<file path="config.mk">
export PLATFORM = sky130hd
export DESIGN_NAME = p2_grms_qsys_nios2_qsys_grms_oci_dct_packer
export DESIGN_NICKNAME = d
export VERILOG_FILES = /design/src/rtl/p2_grms_qsys_nios2_qsys_grms_oci_dct_packer.sv
export SDC_FILE = /design/constraint.sdc
export NUM_CORES = 1
export LEC_CHECK = 0
export BUFFER_PORTS_ARGS = -buffer_cell sky130_fd_sc_hd__buf_2
export CORE_MARGIN = 1.5
export CORE_UTILIZATION = 30
export CTS_CLUSTER_SIZE = 10
export DETAILED_ROUTE_END_ITERATION = 8
export HOLD_SLACK_MARGIN = 0.15
export PLACE_DENSITY = 0.53
export SLEW_MARGIN = 20
export SYNTH_ARGS = -nofsm -noshare
export SYNTH_HDL_FRONTEND = slang
export SYNTH_SLANG_ARGS = --single-unit
export TNS_END_PERCENT = 100
</file>
<file path="constraint.sdc">
create_clock -name clk -period 1.4 [get_ports clk]
set_clock_uncertainty 0.15 [all_clocks]
set_input_delay 0.07 -clock clk [delete_from_list [all_inputs] [get_ports clk]]
set_output_delay 0.07 -clock clk [all_outputs]
set_load 0.02 [all_outputs]
</file>
<file path="src/rtl/p2_grms_qsys_nios2_qsys_grms_oci_dct_packer.sv">
// DCT packer: shifts SYM_W-bit trace symbols into a BUF_W-bit frame and offers it downstream over valid/ready.
// Optional macro DCT_PACKER_TIMEOUT_EN adds an idle counter that auto-flushes a stalled partial frame.
module p2_grms_qsys_nios2_qsys_grms_oci_dct_packer #(
    parameter int SYM_W       = 2,
    parameter int MAX_SYMS    = 15,
    parameter int BUF_W       = SYM_W * MAX_SYMS,
    parameter int TIMEOUT_CYC = 64
) (
    input  logic             clk,
    input  logic             reset,
    input  logic             sym_valid,
    input  logic [SYM_W-1:0] sym_data,
    output logic             sym_ready,
    input  logic             flush,
    output logic [BUF_W-1:0] dct_buffer,
    output logic [3:0]       dct_count,
    output logic             dct_valid,
    input  logic             dct_ready
);

    typedef enum logic {
        FILL = 1'b0,
        HOLD = 1'b1
    } state_t;

    state_t           state_q, state_d;
    logic [BUF_W-1:0] buffer_q, buffer_d;
    logic [3:0]       count_q, count_d;
    logic             valid_q, valid_d;
    logic             accept;
    logic             flush_int;

    assign sym_ready  = (state_q == FILL);
    assign accept     = sym_valid && sym_ready;
    assign dct_buffer = buffer_q;
    assign dct_count  = count_q;
    assign dct_valid  = valid_q;

`ifdef DCT_PACKER_TIMEOUT_EN
    localparam int IDLE_W = $clog2(TIMEOUT_CYC + 1);

    logic [IDLE_W-1:0] idle_q, idle_d;
    logic              idle_hit;

    assign idle_hit = (idle_q == IDLE_W'(TIMEOUT_CYC));

    // Idle time only accrues while a partial frame is waiting; it saturates at the threshold.
    always_comb begin
        idle_d = idle_q;
        if (state_q == HOLD || accept) begin
            idle_d = '0;
        end else if (count_q != 4'd0 && !idle_hit) begin
            idle_d = idle_q + IDLE_W'(1);
        end
    end

    always_ff @(posedge clk) begin
        if (reset) begin
            idle_q <= '0;
        end else begin
            idle_q <= idle_d;
        end
    end

    assign flush_int = flush || idle_hit;
`else
    assign flush_int = flush;
`endif

    always_comb begin
        state_d  = state_q;
        buffer_d = buffer_q;
        count_d  = count_q;
        valid_d  = valid_q;
        case (state_q)
            FILL: begin
                if (accept) begin
                    buffer_d = (buffer_q << SYM_W) | BUF_W'(sym_data);
                    count_d  = count_q + 4'd1;
                end
                // Close on the post-update count so a symbol arriving with flush joins this frame.
                if (count_d == 4'(MAX_SYMS) || (flush_int && count_d != 4'd0)) begin
                    state_d = HOLD;
                    valid_d = 1'b1;
                end
            end
            HOLD: begin
                if (dct_ready) begin
                    state_d  = FILL;
                    buffer_d = '0;
                    count_d  = 4'd0;
                    valid_d  = 1'b0;
                end
            end
            default: begin
                state_d = FILL;
            end
        endcase
    end

    always_ff @(posedge clk) begin
        if (reset) begin
            state_q  <= FILL;
            buffer_q <= '0;
            count_q  <= 4'd0;
            valid_q  <= 1'b0;
        end else begin
            state_q  <= state_d;
            buffer_q <= buffer_d;
            count_q  <= count_d;
            valid_q  <= valid_d;
        end
    end

endmodule
</file>
After elaboration in Yosys (flattened, before gate mapping)
Cells that the tools add are included. W data, S select, Z words.

RAM bits: 0. Memories: 0. Register bits: 36. Word-level logic and storage cells: 30. Memory bits (read-only): 0. Bits in latches: 0. Input bits: 7. Output and inout port bits: 36.

Divide/modulo/power cells: 0. Multiply operators: 0. Reductions and logical operators: 6. Bitwise gates (word level): 2. Order comparisons: 0. Shifts and indexed selects: 0. Equality and inequality tests: 4. Multiplexer cells: 13. $add $sub $neg: 1.

Operators by type and width (count): $mux W30 (2); $pmux W30 S2 (1); $or A30 B2 Y30 (1); $mux W4 (3); $pmux W4 S2 (1); $add A4 B1 Y4 const B (1); $eq A4 B4 Y1 const B (1); $mux W1 (4); $ne A2 B1 Y1 const B (2); $pmux W1 S2 (2); $reduce_and A2 Y1 (2); $reduce_bool A4 Y1 (1); $logic_and A1 B1 Y1 (2); $ne A2 B2 Y1 const B (1); $logic_or A1 B1 Y1 (1); $not A1 Y1 (1).

Longest topological paths before layout
Word-level depth: 9. Depth in mapped cells: 7. Depth with buffers taken out: 5.

Least setup slack after synthesis
Ideal clock, no wire load.

Kind: flip-flop to flip-flop. From: reg count_q[0] (netlist: dct_count[0]). To: reg state_q. Path slack: -0.137 ns. Library setup time: 0.133 ns. Arrival time: 1.254 ns. Cell stages (with the launch flop): 6. Clock period less this slack: 1.537 ns. Data required time: 1.117 ns. Buffers on the path: 0. Path through: dfxtp_1 ha_1 nand4b_1 nand2_1 o211ai_1 o211ai_1.

Cells in the longest elaborated chain, start to end: 8. Elaborated cells on any way between the ends: 9. Those cells by class: add/sub (1); eq/ne (1); mux (4); reduce/logical (3).

RTL lines: from (decl) (line 28) `logic [3:0] count_q, count_d;`; from (signal assigned) (line 110) `count_q <= count_d;`; $add A4 B1 Y4 (line 79) `count_d = count_q + 4'd1;`; $mux W4 * (line 77) `if (accept) begin`; $mux W4 * (line 75) `case (state_q)`; $reduce_bool A4 Y1 (line 82) `if (count_d == 4'(MAX_SYMS) || (flush_int && count_d != 4'd0)) begin`; $logic_and A1 B1 Y1 (line 82); $logic_or A1 B1 Y1 * (line 82); $mux W1 * (line 82); $pmux W1 S2 * (line 75); to (signal assigned) (line 108) `state_q <= state_d;`; to (decl) (line 26) `state_t state_q, state_d;`.

Every way passes the cells marked *; elsewhere a longest branch is shown, timed or not. The select of a mux whose other input is x is not followed. A chain may end at the register's enable or synchronous reset.

Worst setup path in the final report
Same ends and word-level chain as after synthesis.

==> run summary <==
43 I/O pins were placed. The via density per instance was 4.94. The tools report the hold violation count in the final report as 0.

For this run, the post-layout net count is 202. The number of standard-cell rows in the floorplan came out at 24. The initial detailed-routing violation count was 78; the number of clock sinks seen by CTS was 36.

Synthesis handed over a netlist of 143 instances. Input and output buffers added on the ports amount to 42. In this run the post-CTS setup repair buffer count came out at 0.

In the final routed layout, each cell accounts on average for 13.0 µm. The tools report the final core area utilization as 41.7%. The final period utilization was 96.7%; the clock transition time at the flip-flop clock pins of the worst setup and hold paths was 0.07 ns. The run gives 0.160 ns as the worst hold slack after final layout. The clock passes through at most 2 buffers.

The first-pass iteration count of the detailed router came out at 4. Subtracting the final worst setup slack from the clock period gives 1.35 ns. The die is 70.3 µm wide.

The post-synthesis sequential area ratio was 53.0%. Synthesis produced a netlist with a net count of 151. The tools report the worst slew margin relative to its limit as 84.3%. The worst hold path belongs to the class input pin to register. Setup repair after global routing could not meet its margin everywhere. Of all nets on the critical path, the largest fanout is 6. The tools report the via count of the first global-routing pass as 1135. At the pin with the least slew margin, the transition time is 0.236 ns. The first global-routing pass estimated 5.44 mm of wire.

Cells with a size suffix above 1 make up 32.5% of the layout. The run gives 738 MHz as the maximum clock rate. The repair_antennas step left the layout with diodes totalling 0. Data on the critical path is required at its endpoint by 1.41 ns.

The worst-case register-to-register setup slack was 0.05 ns; the relative area change from synthesis to final layout was 33.4%. The power per unit of standard cell area came out at 1170 mW/mm². Sorting the synthesized cells by how often they occur yields sky130_fd_sc_hd__dfxtp_1, sky130_fd_sc_hd__nor2_1, sky130_fd_sc_hd__a22oi_1. Measured along the y axis, the die boundary spans 70.3 µm. VDD sags by at most 563 µV. The routed layout has 1215 vias.

The congestion estimate from routability-driven global placement came to 0.830. In this run the number of H-tree levels came out at 2. Area share of the leading cell type in the synthesized netlist: 53.0%. For the worst-skew pair, the clock arrives at the later sink with an insertion delay of 0.28 ns. By area the synthesized netlist is led by sky130_fd_sc_hd__dfxtp_1, sky130_fd_sc_hd__a22oi_1, sky130_fd_sc_hd__nor2_1.

The dominant synthesized flop cell is sky130_fd_sc_hd__dfxtp_1. For this run, asynchronously set or reset flops after synthesis account for 0%. Setup violations remaining at the end of the flow were counted as 0. The flow ran to the end, and the final reports show no timing, DRC or antenna violations. Detailed placement finished with a half-perimeter wire length of 2.17 mm. Summed over all layers, the global routing overflow is 0. In this run the remaining antenna-violating nets after routing total 0.

For the number of clock buffers inserted by TritonCTS, the log shows 5. The run gives 30 as the count of different cell masters after synthesis. Initial antenna violation count: 0.

In the routed design, unresolved DRC markers number 0. STA classifies the critical path startpoint as a register. Max-cap violations in this run came to 0. The initial utilization of the core area, before any placement, comes to 31.2%. The Yosys step of the flow raised 0 warnings. Data on the critical path arrives at its endpoint at 1.36 ns. The largest area contributor in the netlist is sky130_fd_sc_hd__dfxtp_1. The worst setup path is captured at a register.

The core area is 0.00435 mm², and the largest net degree at the start of global routing is 29. Global routing consumed, over all layers together, 13.9% of the routing resources. The worst setup path is of the register to register kind. Most repeated cell in the gate-level netlist after synthesis: sky130_fd_sc_hd__dfxtp_1. The total of flip-flops plus latches after synthesis was 36. The number of enable-type register cells in the synthesized netlist came out at 0.

Summed instance area of the synthesized netlist: 0.00136 mm². TritonCTS built the clock tree. The number of pins exceeding their max-slew limit in the final report is 0.

The layout filler cell count is 454. The sum of routed wire length over all layers was 3.20 mm. The cell sitting at the root of the clock tree is a sky130_fd_sc_hd__clkbuf_8.

The tools report the full die area as 0.00495 mm². The synthesized area per cell came out at 9.51 µm². The analysis attributes to cell leakage a power of 0.794 nW.
[critical path, cell delays in order (launching register included)]
cell and delay [ns]:
sky130_fd_sc_hd__dfxtp_4 0.37, sky130_fd_sc_hd__ha_4 0.25, sky130_fd_sc_hd__nand4b_1 0.09, sky130_fd_sc_hd__nand2_1 0.05, sky130_fd_sc_hd__o211ai_1 0.21, sky130_fd_sc_hd__o211ai_1 0.11
[state kept, by name (all words and copies together) (netlist names)]
name        count
dct_buffer     30
dct_count       4
dct_valid       1
state_q         1
[cells by family after synthesis]
logic type                 after synthesis  share of synthesized area, %
and+or+nand+nor                         49                          16.9
AOI/OAI and AO/OA                       41                          22.0
DFF                                     36                          53.0
buffers and inverters                   14                          5.80
xor gates and xnor gates                 1                         0.644
muxes                                    1                         0.736
adders and majority gates                1                         0.920
[timing repair]
item	4_1_cts	5_1_grt
endpoints found under the hold margin	35	0
endpoints found under the setup margin	2	3
hold buffers	6	0
gates resized for setup	1	2
pin swaps	1	3
[power breakdown]
part	internal (mW)	switching (mW)	total (mW)
Clock	0.438	0.349	0.787
Combinational	0.103	0.156	0.259
Sequential	1.05	0.0254	1.07
[worst paths after layout]
check,from,end,cells past startpoint
setup / recovery,dct_count[0]$_SDFFE_PP0P_,state_q$_SDFF_PP0_,5
hold / removal,sym_valid,dct_count[1]$_SDFFE_PP0P_,4
setup reg to reg,dct_count[0]$_SDFFE_PP0P_,state_q$_SDFF_PP0_,5
hold reg to reg,dct_valid$_SDFFE_PP0P_,dct_valid$_SDFFE_PP0P_,2
[routing by layer]
| layer | wire length (µm) | vias up | GRT usage, % |
|---|---|---|---|
| met1 | 1490 | 562 | 17.6 |
| met5 | 0 | - | 0 |
| met3 | 227 | 6 | 5.63 |
| met2 | 1430 | 32 | 21.2 |
| li1 | - | 615 | - |
| met4 | 50 | 0 | 5.13 |
[cell type report]
class	count	area, µm²	share of cell area, %
multi-input cells	93	573	31.6
clock buffers	7	96.3	5.31
repair buffers	56	343	18.9
flip-flops and latches	36	729	40.2
inverters	2	7.51	0.414
well taps	52	65.1	3.59
[cell usage in the layout, fill, tap and decap left out]
master and count:
sky130_fd_sc_hd__clkbuf_8 7, sky130_fd_sc_hd__dfxtp_1 33, sky130_fd_sc_hd__nand2_1 3, sky130_fd_sc_hd__o2111ai_1 1, sky130_fd_sc_hd__inv_1 2, sky130_fd_sc_hd__a21oi_2 1, sky130_fd_sc_hd__and4_1 1, sky130_fd_sc_hd__a22oi_1 31
sky130_fd_sc_hd__ha_4 1, sky130_fd_sc_hd__dlygate4sd3_1 6, sky130_fd_sc_hd__or2_1 1, sky130_fd_sc_hd__or4_1 1, sky130_fd_sc_hd__nand3b_1 1, sky130_fd_sc_hd__nand4b_1 2, sky130_fd_sc_hd__dfxtp_4 2, sky130_fd_sc_hd__mux2i_1 1
sky130_fd_sc_hd__buf_12 1, sky130_fd_sc_hd__and3_1 1, sky130_fd_sc_hd__a21oi_1 4, sky130_fd_sc_hd__nand4_1 1, sky130_fd_sc_hd__nand2b_1 1, sky130_fd_sc_hd__xnor2_1 1, sky130_fd_sc_hd__nor2b_4 1, sky130_fd_sc_hd__o211ai_1 2
sky130_fd_sc_hd__or3_1 1, sky130_fd_sc_hd__nand3_1 1, sky130_fd_sc_hd__nor2_1 34, sky130_fd_sc_hd__dfxtp_2 1, sky130_fd_sc_hd__o21ai_0 1, sky130_fd_sc_hd__a311oi_1 1, sky130_fd_sc_hd__buf_4 7, sky130_fd_sc_hd__buf_2 42
[stage by stage]
| step | setup slack, ns | std cells | setup TNS (ns) | cell area (µm²) | power (mW) |
|---|---|---|---|---|---|
| global route | -0.0413 | 246 | -0.0530 | 1810 | 2.25 |
| CTS | 0.0142 | 246 | 0 | 1810 | 2.15 |
| floorplan | -0.0102 | 143 | -0.0102 | 1370 | 1.27 |
| global placement | 0.0227 | 233 | 0 | 1640 | 1.33 |
| detailed placement | -0.0228 | 233 | -0.0228 | 1640 | 1.33 |
| finish | 0.0457 | 246 | 0 | 1810 | 2.12 |
No activity file was read; power rests on OpenSTA's default activity.
